[src/rtl/serial_sub_if.sv]
// serial_sub operand/result bundle.
// Requester drives start and operands; the subtractor returns status and result.
interface serial_sub_if #(
    parameter int WIDTH = 8
);
    logic             start;
    logic [WIDTH-1:0] a;
    logic [WIDTH-1:0] b;
    logic             borrow_in;
    logic             busy;
    logic             done;
    logic [WIDTH-1:0] diff;
    logic             borrow_out;

    modport master (
        output start, a, b, borrow_in,
        input  busy, done, diff, borrow_out
    );

    modport slave (
        input  start, a, b, borrow_in,
        output busy, done, diff, borrow_out
    );
endinterface

[src/rtl/serial_sub.sv]
// Bit-serial subtractor: a - b - borrow_in, LSB first,
// one full-subtractor cell plus a registered borrow.
module serial_sub #(
    parameter int WIDTH = 8
) (
    input  logic       clk,
    input  logic       rst,
    serial_sub_if.slave bus
);
    localparam int CW = $clog2(WIDTH + 1);

    typedef enum logic [1:0] {
        IDLE,
        BUSY,
        DONE
    } state_t;

    state_t           state;
    state_t           state_nxt;
    logic [WIDTH-1:0] sa;
    logic [WIDTH-1:0] sb;
    logic [WIDTH-1:0] sd;
    logic [WIDTH-1:0] sd_nxt;
    logic [WIDTH-1:0] diff_q;
    logic             br;
    logic             bo_q;
    logic [CW-1:0]    cnt;
    logic             x;
    logic             y;
    logic             z;
    logic             d;
    logic             bnext;
    logic             accept;
    logic             last;

    // full-subtractor cell
    assign x      = sa[0];
    assign y      = sb[0];
    assign z      = br;
    assign d      = x ^ y ^ z;
    assign bnext  = (~x & y) | (~(x ^ y) & z);
    assign sd_nxt = (sd >> 1) | (WIDTH'(d) << (WIDTH - 1));

    assign last   = (cnt == CW'(WIDTH - 1));
    assign accept = (state != BUSY) && bus.start;

    always_comb begin
        state_nxt = state;
        unique case (state)
            IDLE: if (bus.start) state_nxt = BUSY;
            BUSY: if (last) state_nxt = DONE;
            DONE: state_nxt = bus.start ? BUSY : IDLE;
            default: state_nxt = IDLE;
        endcase
    end

    always_ff @(posedge clk) begin
        if (rst) begin
            state  <= IDLE;
            sa     <= '0;
            sb     <= '0;
            sd     <= '0;
            br     <= 1'b0;
            cnt    <= '0;
            diff_q <= '0;
            bo_q   <= 1'b0;
        end else begin
            state <= state_nxt;
            if (accept) begin
                sa  <= bus.a;
                sb  <= bus.b;
                br  <= bus.borrow_in;
                cnt <= '0;
            end else if (state == BUSY) begin
                sa  <= sa >> 1;
                sb  <= sb >> 1;
                sd  <= sd_nxt;
                br  <= bnext;
                cnt <= cnt + CW'(1);
                // result registers only move on the edge into DONE
                if (last) begin
                    diff_q <= sd_nxt;
                    bo_q   <= bnext;
                end
            end
        end
    end

    assign bus.busy       = (state == BUSY);
    assign bus.done       = (state == DONE);
    assign bus.diff       = diff_q;
    assign bus.borrow_out = bo_q;
endmodule
[src/flat_wrapper.sv]
// flat-port wrapper written by rule: the top's interface ports become plain ports
module serial_sub_flat 
#(
    parameter int WIDTH = 8
)
  (clk, rst, bus_start, bus_a, bus_b, bus_borrow_in, bus_busy, bus_done, bus_diff, bus_borrow_out);
  serial_sub_if #(.WIDTH(WIDTH)) bus_i ();
  input  logic clk;
  input  logic rst;
  input wire logic [$bits(bus_i.start)-1:0] bus_start;
  input wire logic [$bits(bus_i.a)-1:0] bus_a;
  input wire logic [$bits(bus_i.b)-1:0] bus_b;
  input wire logic [$bits(bus_i.borrow_in)-1:0] bus_borrow_in;
  output wire logic [$bits(bus_i.busy)-1:0] bus_busy;
  output wire logic [$bits(bus_i.done)-1:0] bus_done;
  output wire logic [$bits(bus_i.diff)-1:0] bus_diff;
  output wire logic [$bits(bus_i.borrow_out)-1:0] bus_borrow_out;
  assign bus_i.start = bus_start;
  assign bus_i.a = bus_a;
  assign bus_i.b = bus_b;
  assign bus_i.borrow_in = bus_borrow_in;
  assign bus_busy = bus_i.busy;
  assign bus_done = bus_i.done;
  assign bus_diff = bus_i.diff;
  assign bus_borrow_out = bus_i.borrow_out;
  serial_sub #(.WIDTH(WIDTH)) u_core (.clk(clk), .rst(rst), .bus(bus_i));
endmodule
[config.mk]
export PLATFORM = sky130hd
export DESIGN_NAME = serial_sub_flat
export DESIGN_NICKNAME = d
export VERILOG_FILES = /design/src/rtl/serial_sub_if.sv /design/src/rtl/serial_sub.sv /design/src/flat_wrapper.sv
export SDC_FILE = /design/constraint.sdc
export NUM_CORES = 1
export LEC_CHECK = 0
export CAP_MARGIN = 15
export CORE_MARGIN = 3
export CORE_UTILIZATION = 46
export DETAILED_ROUTE_END_ITERATION = 6
export GPL_ROUTABILITY_DRIVEN = 0
export GPL_TIMING_DRIVEN = 0
export PLACE_DENSITY = 0.75
export SLEW_MARGIN = 20
export SYNTH_ARGS = -nofsm -noshare
export SYNTH_HDL_FRONTEND = slang
export SYNTH_SLANG_ARGS = --single-unit
[constraint.sdc]
create_clock -name clk -period 1.2 [get_ports clk]
set_input_delay 0.12 -clock clk [delete_from_list [all_inputs] [get_ports clk]]
set_output_delay 0.12 -clock clk [all_outputs]
set_load 0.01 [all_outputs]
==> flow_metrics.env, run 1 <==
export IMPL_yosys_top_cells_area="dfxtp_1, mux2i_1, a211oi_1"
export IMPL_synthSimpleGateAreaFrac_pct=15.8
export IMPL_netlist_top_cells_count="dfxtp_1, a21oi_1, mux2i_1, nand2_1"
export IMPL_antenna_found_initial=0
export IMPL_p_comb_share_pct=15.3
export IMPL_setup_tns_final_ns=-0.165
export IMPL_portBuffers=28
export IMPL_grt_start_max_net_pins=13
export IMPL_yosys_area_share_xor_xnor_pct=0
export IMPL_num_vias=1452
export IMPL_async_flop_share_pct=0
export IMPL_p_leak_uw=0.000900
export IMPL_r2r_cells=5
export IMPL_cts_tree="yes"
export IMPL_yosysTopAreaCellShare_pct=47.5
export IMPL_drv_slew=0
export IMPL_initial_core_util_pct=48.5
export IMPL_yosysWarnings=0
export IMPL_slowest_stage="dfxtp_2"
export IMPL_path_cells="nand2b_4 -> inv_8 -> buf_6 -> buf_6"
export IMPL_drtPass1Iterations=4
export IMPL_end_kind="primary output"
export IMPL_num_io_pins=31
export IMPL_dpl_hpwl_mm=2.67
export IMPL_cp_common_cell="buf_6"
export IMPL_max_slew_margin_pct=60.3
export IMPL_fp_dieH_um=65.8
export IMPL_n_antenna_cell=0
export IMPL_fillers=268
export IMPL_register_area_um2=787
export IMPL_crit_fanout=5
export IMPL_cp_slowest_stage_delay_ns=0.35
export IMPL_p_per_area_nw_per_um2=1210
export IMPL_rr_endpoint="u_core.cnt[2]$_SDFFE_PP0N_"
export IMPL_die_area_um2=4320
export IMPL_finalInstanceArea_um2=2260
export IMPL_synth_top_family_by_area="compound AO/OA/AOI/OAI gates"
export IMPL_rsz0062_at_grt="true"
export IMPL_max_cap_viol_count=0
export IMPL_r2r_slack_ns=-0.04
export IMPL_nNetsFinal=244
export IMPL_final_setup_viol_count=12
export IMPL_globalRouteTotalUtil_pct=20.1
export IMPL_min_delay_start="rst"
export IMPL_wl_per_cell_um=15.5
export IMPL_cts_sinks=39
export IMPL_syn_num_nets=199
export IMPL_grt_pass1_vias=1413
export IMPL_hold_end="u_core.cnt[2]$_SDFFE_PP0N_"
export IMPL_place_area_um2=1980
export IMPL_clockBufferDepth=2
export IMPL_synth_most_common_cell="dfxtp_1"
export IMPL_drt_wl_total_mm=4.17
export IMPL_drt_vias_per_instance=5.40
export IMPL_area_delta_synth_final_pct=37.7
export IMPL_crit_type="reg -> out"
export IMPL_synth_fa_ha_area_share_pct=1.98
export IMPL_post_route_period_util_pct=105
export IMPL_worstMarginPinSlew_ns=0.596
export IMPL_h_tree_depth=2
export IMPL_fin_util_pct=66.7
export IMPL_violations="setup timing"
export IMPL_synth_cells=177
export IMPL_hold_class="in -> reg"
export IMPL_multiInputGateArea_um2=855
export IMPL_dp_cells=251
export IMPL_fp_dieW_um=65.8
export IMPL_netlist_area_um2=1640
export IMPL_rows=21
export IMPL_clkTransAtPathRegs_ns=0.12
export IMPL_p_sw_uw=686
export IMPL_max_freq_mhz=797
export IMPL_seq_power_share_pct=51.0
export IMPL_cp_arrival_ns=1.14
export IMPL_p_clk_share_pct=33.7
export IMPL_layout_min_cycle_time_ns=1.26
export IMPL_start_kind="flop"
export IMPL_layout_drive_gt1_share_pct=28.7
export IMPL_whs_path_depth=2
export IMPL_grt_ovfl_total=0
export IMPL_fin_cells=269
export IMPL_hold_viol=0
export IMPL_yosys_area_top_type="dfxtp_1"
export IMPL_internal_power_uw=2060
export IMPL_power_switching_share_pct=25.0
export IMPL_finalClockSkew_ns=0.0157
export IMPL_r2r_start="u_core.state[1]$_SDFFE_PP0P_"
export IMPL_root_buffer="clkbuf_4"
export IMPL_peakVddDrop_uv=1330
export IMPL_ant_nets=0
export IMPL_synth_compound_area_share_pct=17.9
export IMPL_ys_seq_area_share_pct=47.5
export IMPL_synth_edf_count=0
export IMPL_cts_buffers_inserted=5
export IMPL_yosys_mux_area_fraction_pct=10.7
export IMPL_status="complete, but fails checks"
export IMPL_required_ns=1.08
export IMPL_drc=0
export IMPL_layout_setup_ws_ns=-0.0550
export IMPL_grt_pass1_wl_mm=6.51
export IMPL_clock_latency_ns=0.36
export IMPL_postSynthAreaPerCell_um2=9.28
export IMPL_coreArea_um2=3390
export IMPL_synth_seq_cells=39
export IMPL_ys_flop_type="dfxtp_1"
export IMPL_drt_initial_drc_count=62
export IMPL_synth_cell_type_count=31
==> per-layer routing <==
metal / track usage, % / wire [µm] / vias to the layer above
met5: 0 / 0 / -
met4: 8.29 / 68 / 0
met3: 6.50 / 178 / 9
met2: 31.5 / 2050 / 33
met1: 25.3 / 1870 / 697
li1: - / - / 713
==> cell type report <==
type                       instances  area share, %
clock buffer                       6           2.27
buffer                            15           4.87
inverter                           3          0.830
multi-input combinational        120           37.8
sequential                        39           34.8
clock inverter                     2           1.55
timing repair buffer              38           15.4
tap                               46           2.54
==> power groups by stage <==
stage	sequential (µW)	combinational (µW)	clock [µW]
finish	1400	420	925
detailed placement	1420	350	0
floorplan	1410	230	0
global route	1410	456	996
global placement	1420	337	0
CTS	1400	369	930
==> repair_timing <==
action / CTS / global route
setup endpoints to repair: 25 / 31
gates cloned: 1 / 0
setup buffers: 4 / 5
resized for setup: 28 / 38
pin swaps: 1 / 11
hold buffers: 0 / 0
==> cell families after synthesis <==
group	after synthesis
buf+inv	18
simple gates	54
flops	39
mux	17
fa+ha+maj	2
compound gates	47
==> worst max-delay path, delay by kind of cell (launching register included) <==
family	cells	cell delay, ns
flip-flops	1	0.35
buffers and inverters	3	0.26
AND/OR/NAND/NOR	1	0.16
==> metrics by stage <==
stage                     power (µW)  setup WS, ns  hold WS (ns)
after global routing            2860        -0.108        0.0830
after CTS                       2700        -0.189        0.0704
final                           2750       -0.0550        0.0927
after floorplan                 1640        0.0186         0.315
after global placement          1760        -0.279         0.437
after detailed placement        1770        -0.295         0.461
==> registers in the layout (all words and copies together) (netlist names) <==
name	flops
u_core.br	1
u_core.bus.borrow_out	1
u_core.bus.diff	8
u_core.cnt	4
u_core.sa	8
u_core.sb	8
u_core.sd	7
u_core.state	2
==> cell usage in the layout, fill, tap and decap left out, drive strengths merged <==
master,count
and3b,1
nand2b,2
inv,3
nand3b,4
a211oi,16
mux2i,16
a21oi,20
nor2,15
o211a,1
clkinv,1
fa,1
clkdlybuf4s50,17
ha,1
nor3,3
dlygate4sd2,9
nand2,16
bufinv,1
or3,1
clkbuf,10
buf,23
o21ai,8
mux2,1
a31oi,1
nand3,10
a311oi,1
dfxtp,39
nor2b,2
==> worst max path at each step <==
stage                                      start                                  to  slack (ns)  cells past startpoint
global placement    u_core.state[0]$_SDFFE_PP0P_                            bus_busy       -0.28                      4
detailed placement  u_core.state[0]$_SDFFE_PP0P_                            bus_busy       -0.30                      4
finish              u_core.state[1]$_SDFFE_PP0P_                            bus_busy       -0.06                      4
floorplan             u_core.cnt[0]$_SDFFE_PP0N_  u_core.bus.borrow_out$_SDFFE_PP0P_        0.02                      5
global route        u_core.state[1]$_SDFFE_PP0P_                            bus_busy       -0.11                      4
CTS                 u_core.state[1]$_SDFFE_PP0P_                            bus_busy       -0.19                      4
(Power assumes the default switching activity.)
==> run 2: changes to the inputs <==
GPL_TIMING_DRIVEN = 1   (was 0)
==> run 2 against run 1 <==
  * The flow still finishes with violations (setup timing)
  * Utilization down 1.4 points
  * Final cell count down 2.6%
  * Via count down 5.1%
  * Cell area down 2.0%
  * Combinational power down 2%
  * Sequential power about the same
  * First-iteration DRC count up 53%
  * Clock skew down 0.011 ns
  * Sequential share of layout area up 0.73 points
  * Highest routed layer unchanged
==> flow_metrics.env, run 2 (synthesis results as in run 1) <==
export IMPL_status="complete, but fails checks"
export IMPL_violations="setup timing"
export IMPL_num_io_pins=31
export IMPL_clock_latency_ns=0.34
export IMPL_drtPass1Iterations=4
export IMPL_clockBufferDepth=2
export IMPL_final_common_cell="dfxtp_1"
export IMPL_rsz0062_at_grt="true"
export IMPL_r2r_slack_ns=-0.04
export IMPL_hold_viol=0
export IMPL_portBuffers=30
export IMPL_setup_tns_final_ns=-0.0657
export IMPL_globalRouteTotalUtil_pct=17.3
export IMPL_cts_sinks=39
export IMPL_p_leak_uw=0.000869
export IMPL_total_power_uw=2460
export IMPL_whs_path_depth=3
export IMPL_crit_type="reg -> reg"
export IMPL_n_antenna_cell=0
export IMPL_layout_common_cells="dfxtp_1, clkdlybuf4s50_1, nand2_1, mux2i_1, nor2_1"
export IMPL_area_delta_synth_final_pct=34.9
export IMPL_peakVddDrop_uv=887
export IMPL_dpl_hpwl_mm=2.40
export IMPL_layout_min_cycle_time_ns=1.24
export IMPL_ant_nets=0
export IMPL_initial_core_util_pct=48.5
export IMPL_max_freq_mhz=805
export IMPL_num_vias=1378
export IMPL_clkTransAtPathRegs_ns=0.11
export IMPL_root_buffer="clkbuf_4"
export IMPL_drt_initial_drc_count=95
export IMPL_grt_start_max_net_pins=40
export IMPL_cp_arrival_ns=1.53
export IMPL_layout_drive_gt1_share_pct=24.1
export IMPL_drv_slew=0
export IMPL_drt_vias_per_instance=5.26
export IMPL_r2r_cells=4
export IMPL_max_cap_viol_count=0
export IMPL_end_kind="flop"
export IMPL_required_ns=1.49
export IMPL_grt_pass1_vias=1316
export IMPL_worstMarginPinSlew_ns=0.264
export IMPL_final_setup_viol_count=2
export IMPL_crit_fanout=2
export IMPL_cts_buffers_inserted=5
export IMPL_nNetsFinal=237
export IMPL_hold_buffers=0
export IMPL_max_slew_margin_pct=82.2
export IMPL_wl_per_cell_um=14.0
export IMPL_grt_ovfl_total=0
export IMPL_hold_class="in -> reg"
export IMPL_drc=0
export IMPL_fp_dieH_um=65.8
export IMPL_pre_cts_ws_ns=-0.103
export IMPL_p_per_area_nw_per_um2=1110
export IMPL_start_kind="flop"
export IMPL_rows=21
export IMPL_antenna_found_initial=0
export IMPL_layout_setup_ws_ns=-0.0416
export IMPL_cts_tree="yes"
export IMPL_h_tree_depth=2
export IMPL_die_area_um2=4320
export IMPL_fp_dieW_um=65.8
export IMPL_holdWs_ns=0.405
export IMPL_finalClockSkew_ns=0.00425
export IMPL_coreArea_um2=3390
export IMPL_grt_pass1_wl_mm=5.69
export IMPL_post_route_period_util_pct=103
export IMPL_drt_wl_total_mm=3.66
-- run 2: cell types whose count changed in the layout (fill, tap and decap cells not counted), sizes merged --
cell,previous run,this run
buf,23,17
clkbuf,10,8
clkdlybuf4s50,17,19
bufinv,1,0
-- run 2: per-stage QoR --
step	instances	util, %	area, µm²
floorplan	177	-	1640
global placement	252	60.6	2060
detailed placement	252	60.6	2060
CTS	261	63.0	2140
global route	262	65.4	2220
finish	262	65.4	2220
-- run 2: layer usage --
metal	GRT usage [%]	up-vias	part of all wire (%)
li1	-	696	-
met1	19.6	653	44
met2	29.5	23	50
met3	5.64	6	4.4
met4	7.51	0	1.6
met5	0	-	0
-- run 2: power breakdown --
group / internal, µW / switching (µW) / leakage (µW)
clock: 229 / 416 / 0.0000293
sequential: 1360 / 40.3 / 0.000320
combinational: 213 / 197 / 0.000519
-- run 2: critical path, cell delays in order (launching register included) --
cell and delay, ns:
dfxtp_2 0.34, inv_2 0.04, fa_1 0.56, nand3_1 0.11, a21oi_2 0.13
-- run 2: layout make-up --
type                       instances  area, µm²
fill                             278       1170
multi-input combinational        120        848
sequential                        39        787
timing repair buffer              46        459
tap                               46       57.6
clock buffer                       7       45.0
inverter                           3       13.8
clock inverter                     1       5.00
-- run 2: repair_timing --
item / in CTS / in global routing
setup endpoints to repair: 23 / 19
buffers inserted: 1 / 1
gates resized for setup: 29 / 19
pin swaps: 3 / 3
-- run 2: final timing paths --
check / start / to
min: bus_a[7] / u_core.sa[7]$_SDFFE_PP0P_
min reg2reg: u_core.bus.diff[1]$_SDFFE_PP0P_ / u_core.bus.diff[1]$_SDFFE_PP0P_
max reg2reg: u_core.br$_SDFFE_PP0P_ / u_core.bus.diff[7]$_SDFFE_PP0P_
max: u_core.br$_SDFFE_PP0P_ / u_core.bus.diff[7]$_SDFFE_PP0P_
==> run 3: changes to the inputs <==
CAP_MARGIN = default   (was 15)
CORE_UTILIZATION = 48   (was 46)
CTS_BUF_LIST = sky130_fd_sc_hd__clkbuf_4 sky130_fd_sc_hd__clkbuf_8   (was default)
PLACE_DENSITY = 0.77   (was 0.75)
==> run 3 against run 2 <==
  * The run still ends with setup timing left
  * Clock power is 5.7% higher
  * Combinational power is 18% higher
  * Worst hold slack worse by 0.0073 ns
  * Register-to-register slack hardly changed
==> flow_metrics.env, run 3 (synthesis results as in run 1) <==
export IMPL_fp_dieW_um=64.5
export IMPL_path_cells="inv_2 -> fa_1 -> nand3_1 -> a21oi_2"
export IMPL_final_common_cell="dfxtp_1"
export IMPL_n_antenna_cell=0
export IMPL_peakVddDrop_uv=869
export IMPL_cp_slowest_stage_delay_ns=0.57
export IMPL_drt_wl_total_mm=4.28
export IMPL_fp_dieH_um=64.5
export IMPL_clkTransAtPathRegs_ns=0.11
export IMPL_h_tree_depth=2
export IMPL_grt_start_max_net_pins=40
export IMPL_final_setup_viol_count=4
export IMPL_hold_viol=0
export IMPL_total_power_uw=2570
export IMPL_layout_drive_gt1_share_pct=29.1
export IMPL_crit_buf_inv=1
export IMPL_end_kind="flop"
export IMPL_grt_ovfl_total=0
export IMPL_cts_buffers_inserted=5
export IMPL_dp_cells=250
export IMPL_grt_pass1_vias=1364
export IMPL_required_ns=1.49
export IMPL_layout_common_cells="dfxtp_1, clkdlybuf4s50_1, nand2_1, mux2i_1, nor2_1"
export IMPL_post_route_period_util_pct=102
export IMPL_crit_fanout=2
export IMPL_p_leak_uw=0.000923
export IMPL_drtPass1Iterations=4
export IMPL_fin_cells=264
export IMPL_antenna_found_initial=0
export IMPL_coreArea_um2=3150
export IMPL_hold_class="in -> reg"
export IMPL_portBuffers=30
export IMPL_finalClockSkew_ns=0.00276
export IMPL_globalRouteTotalUtil_pct=19.7
export IMPL_rows=20
export IMPL_max_cap_viol_count=0
export IMPL_die_area_um2=4160
export IMPL_worstMarginPinSlew_ns=0.222
export IMPL_topRoutingLayerUsed="met4"
export IMPL_drt_initial_drc_count=76
export IMPL_cts_sinks=39
export IMPL_fin_util_pct=74.5
export IMPL_max_slew_margin_pct=85.0
export IMPL_layout_min_cycle_time_ns=1.23
export IMPL_rsz0062_at_grt="true"
export IMPL_max_freq_mhz=815
export IMPL_p_per_area_nw_per_um2=1090
export IMPL_initial_core_util_pct=52.1
export IMPL_num_io_pins=31
export IMPL_wl_per_cell_um=16.2
export IMPL_drc=0
export IMPL_wl_met1_mm=1.61
export IMPL_clock_latency_ns=0.34
export IMPL_grt_pass1_wl_mm=6.24
export IMPL_num_vias=1464
export IMPL_dpl_hpwl_mm=2.41
export IMPL_nNetsFinal=241
export IMPL_status="complete, but fails checks"
export IMPL_layout_setup_ws_ns=-0.0271
export IMPL_met3_wirelength_um=276
export IMPL_dr_wl_met2_mm=2.29
export IMPL_root_buffer="clkbuf_4"
export IMPL_crit_type="reg -> reg"
export IMPL_cts_tree="yes"
export IMPL_violations="setup timing"
export IMPL_crit_family="adder cells"
export IMPL_hold_buffers=0
export IMPL_ant_nets=0
export IMPL_cp_arrival_ns=1.51
export IMPL_drv_slew=0
export IMPL_start_kind="flop"
export IMPL_slowest_stage="fa_1"
export IMPL_drt_vias_per_instance=5.55
export IMPL_area_delta_synth_final_pct=43.0
export IMPL_clockBufferDepth=2
-- run 3: cell types whose count changed in the layout (fill, tap and decap cells not counted), moves of 2 or more --
cell,before,now
nor2_2,0,2
nor2_1,15,13
buf_12,3,5
clkbuf_1,2,0
dfxtp_4,0,2
clkbuf_4,5,7
o21ai_0,7,5
buf_6,4,7
-- run 3: worst reg2reg max path, stage by stage, from the launching register on --
cell and delay (ns):
dfxtp_2 0.35, inv_2 0.04, fa_1 0.57, nand3_1 0.09
a21oi_2 0.13
-- run 3: path summary, 6_finish.rpt --
kind | from | slack (ns) | cells past startpoint | to
worst max-delay path | u_core.sb[0]$_SDFFE_PP0P_ | -0.03 | 4 | u_core.bus.diff[7]$_SDFFE_PP0P_
worst min-delay path | bus_a[7] | 0.40 | 3 | u_core.sa[7]$_SDFFE_PP0P_
worst max register to register | u_core.sb[0]$_SDFFE_PP0P_ | -0.03 | 4 | u_core.bus.diff[7]$_SDFFE_PP0P_
worst min register to register | u_core.sd[1]$_SDFFE_PP0P_ | 0.47 | 2 | u_core.sd[1]$_SDFFE_PP0P_
-- run 3: layout make-up --
type,instances,area [µm²]
sequential,39,793
tap,44,55.1
multi-input combinational,120,870
fill,231,803
inverter,3,13.8
timing repair buffer,50,561
clock inverter,1,5.00
clock buffer,7,52.6
-- run 3: report_power, final --
part	switching, µW	internal (µW)	total (µW)
Sequential	45.0	1360	1400
Combinational	224	258	482
Clock	408	274	682
-- run 3: per-stage QoR --
step	setup TNS [ns]	instance area, µm²	hold slack, ns	setup WS, ns
2_1_floorplan	0	1640	0.315	0.0186
3_3_place_gp	-0.867	2070	0.445	-0.0865
3_5_place_dp	-1.83	2070	0.448	-0.124
4_1_cts	-0.0590	2210	0.385	-0.0374
5_1_grt	-0.499	2350	0.389	-0.0569
6_report	-0.0658	2350	0.398	-0.0271
-- run 3: metal layers --
metal,GRT usage (%),up-vias
li1,-,713
met1,21.3,686
met2,36.0,56
met3,6.24,9
met4,6.60,0
met5,0,-
-- run 3: timing repair --
action	CTS	global route
cloned	1	1
setup buffers	4	1
pin swaps	7	14
endpoints found under the setup margin	24	28
resized for setup	37	28
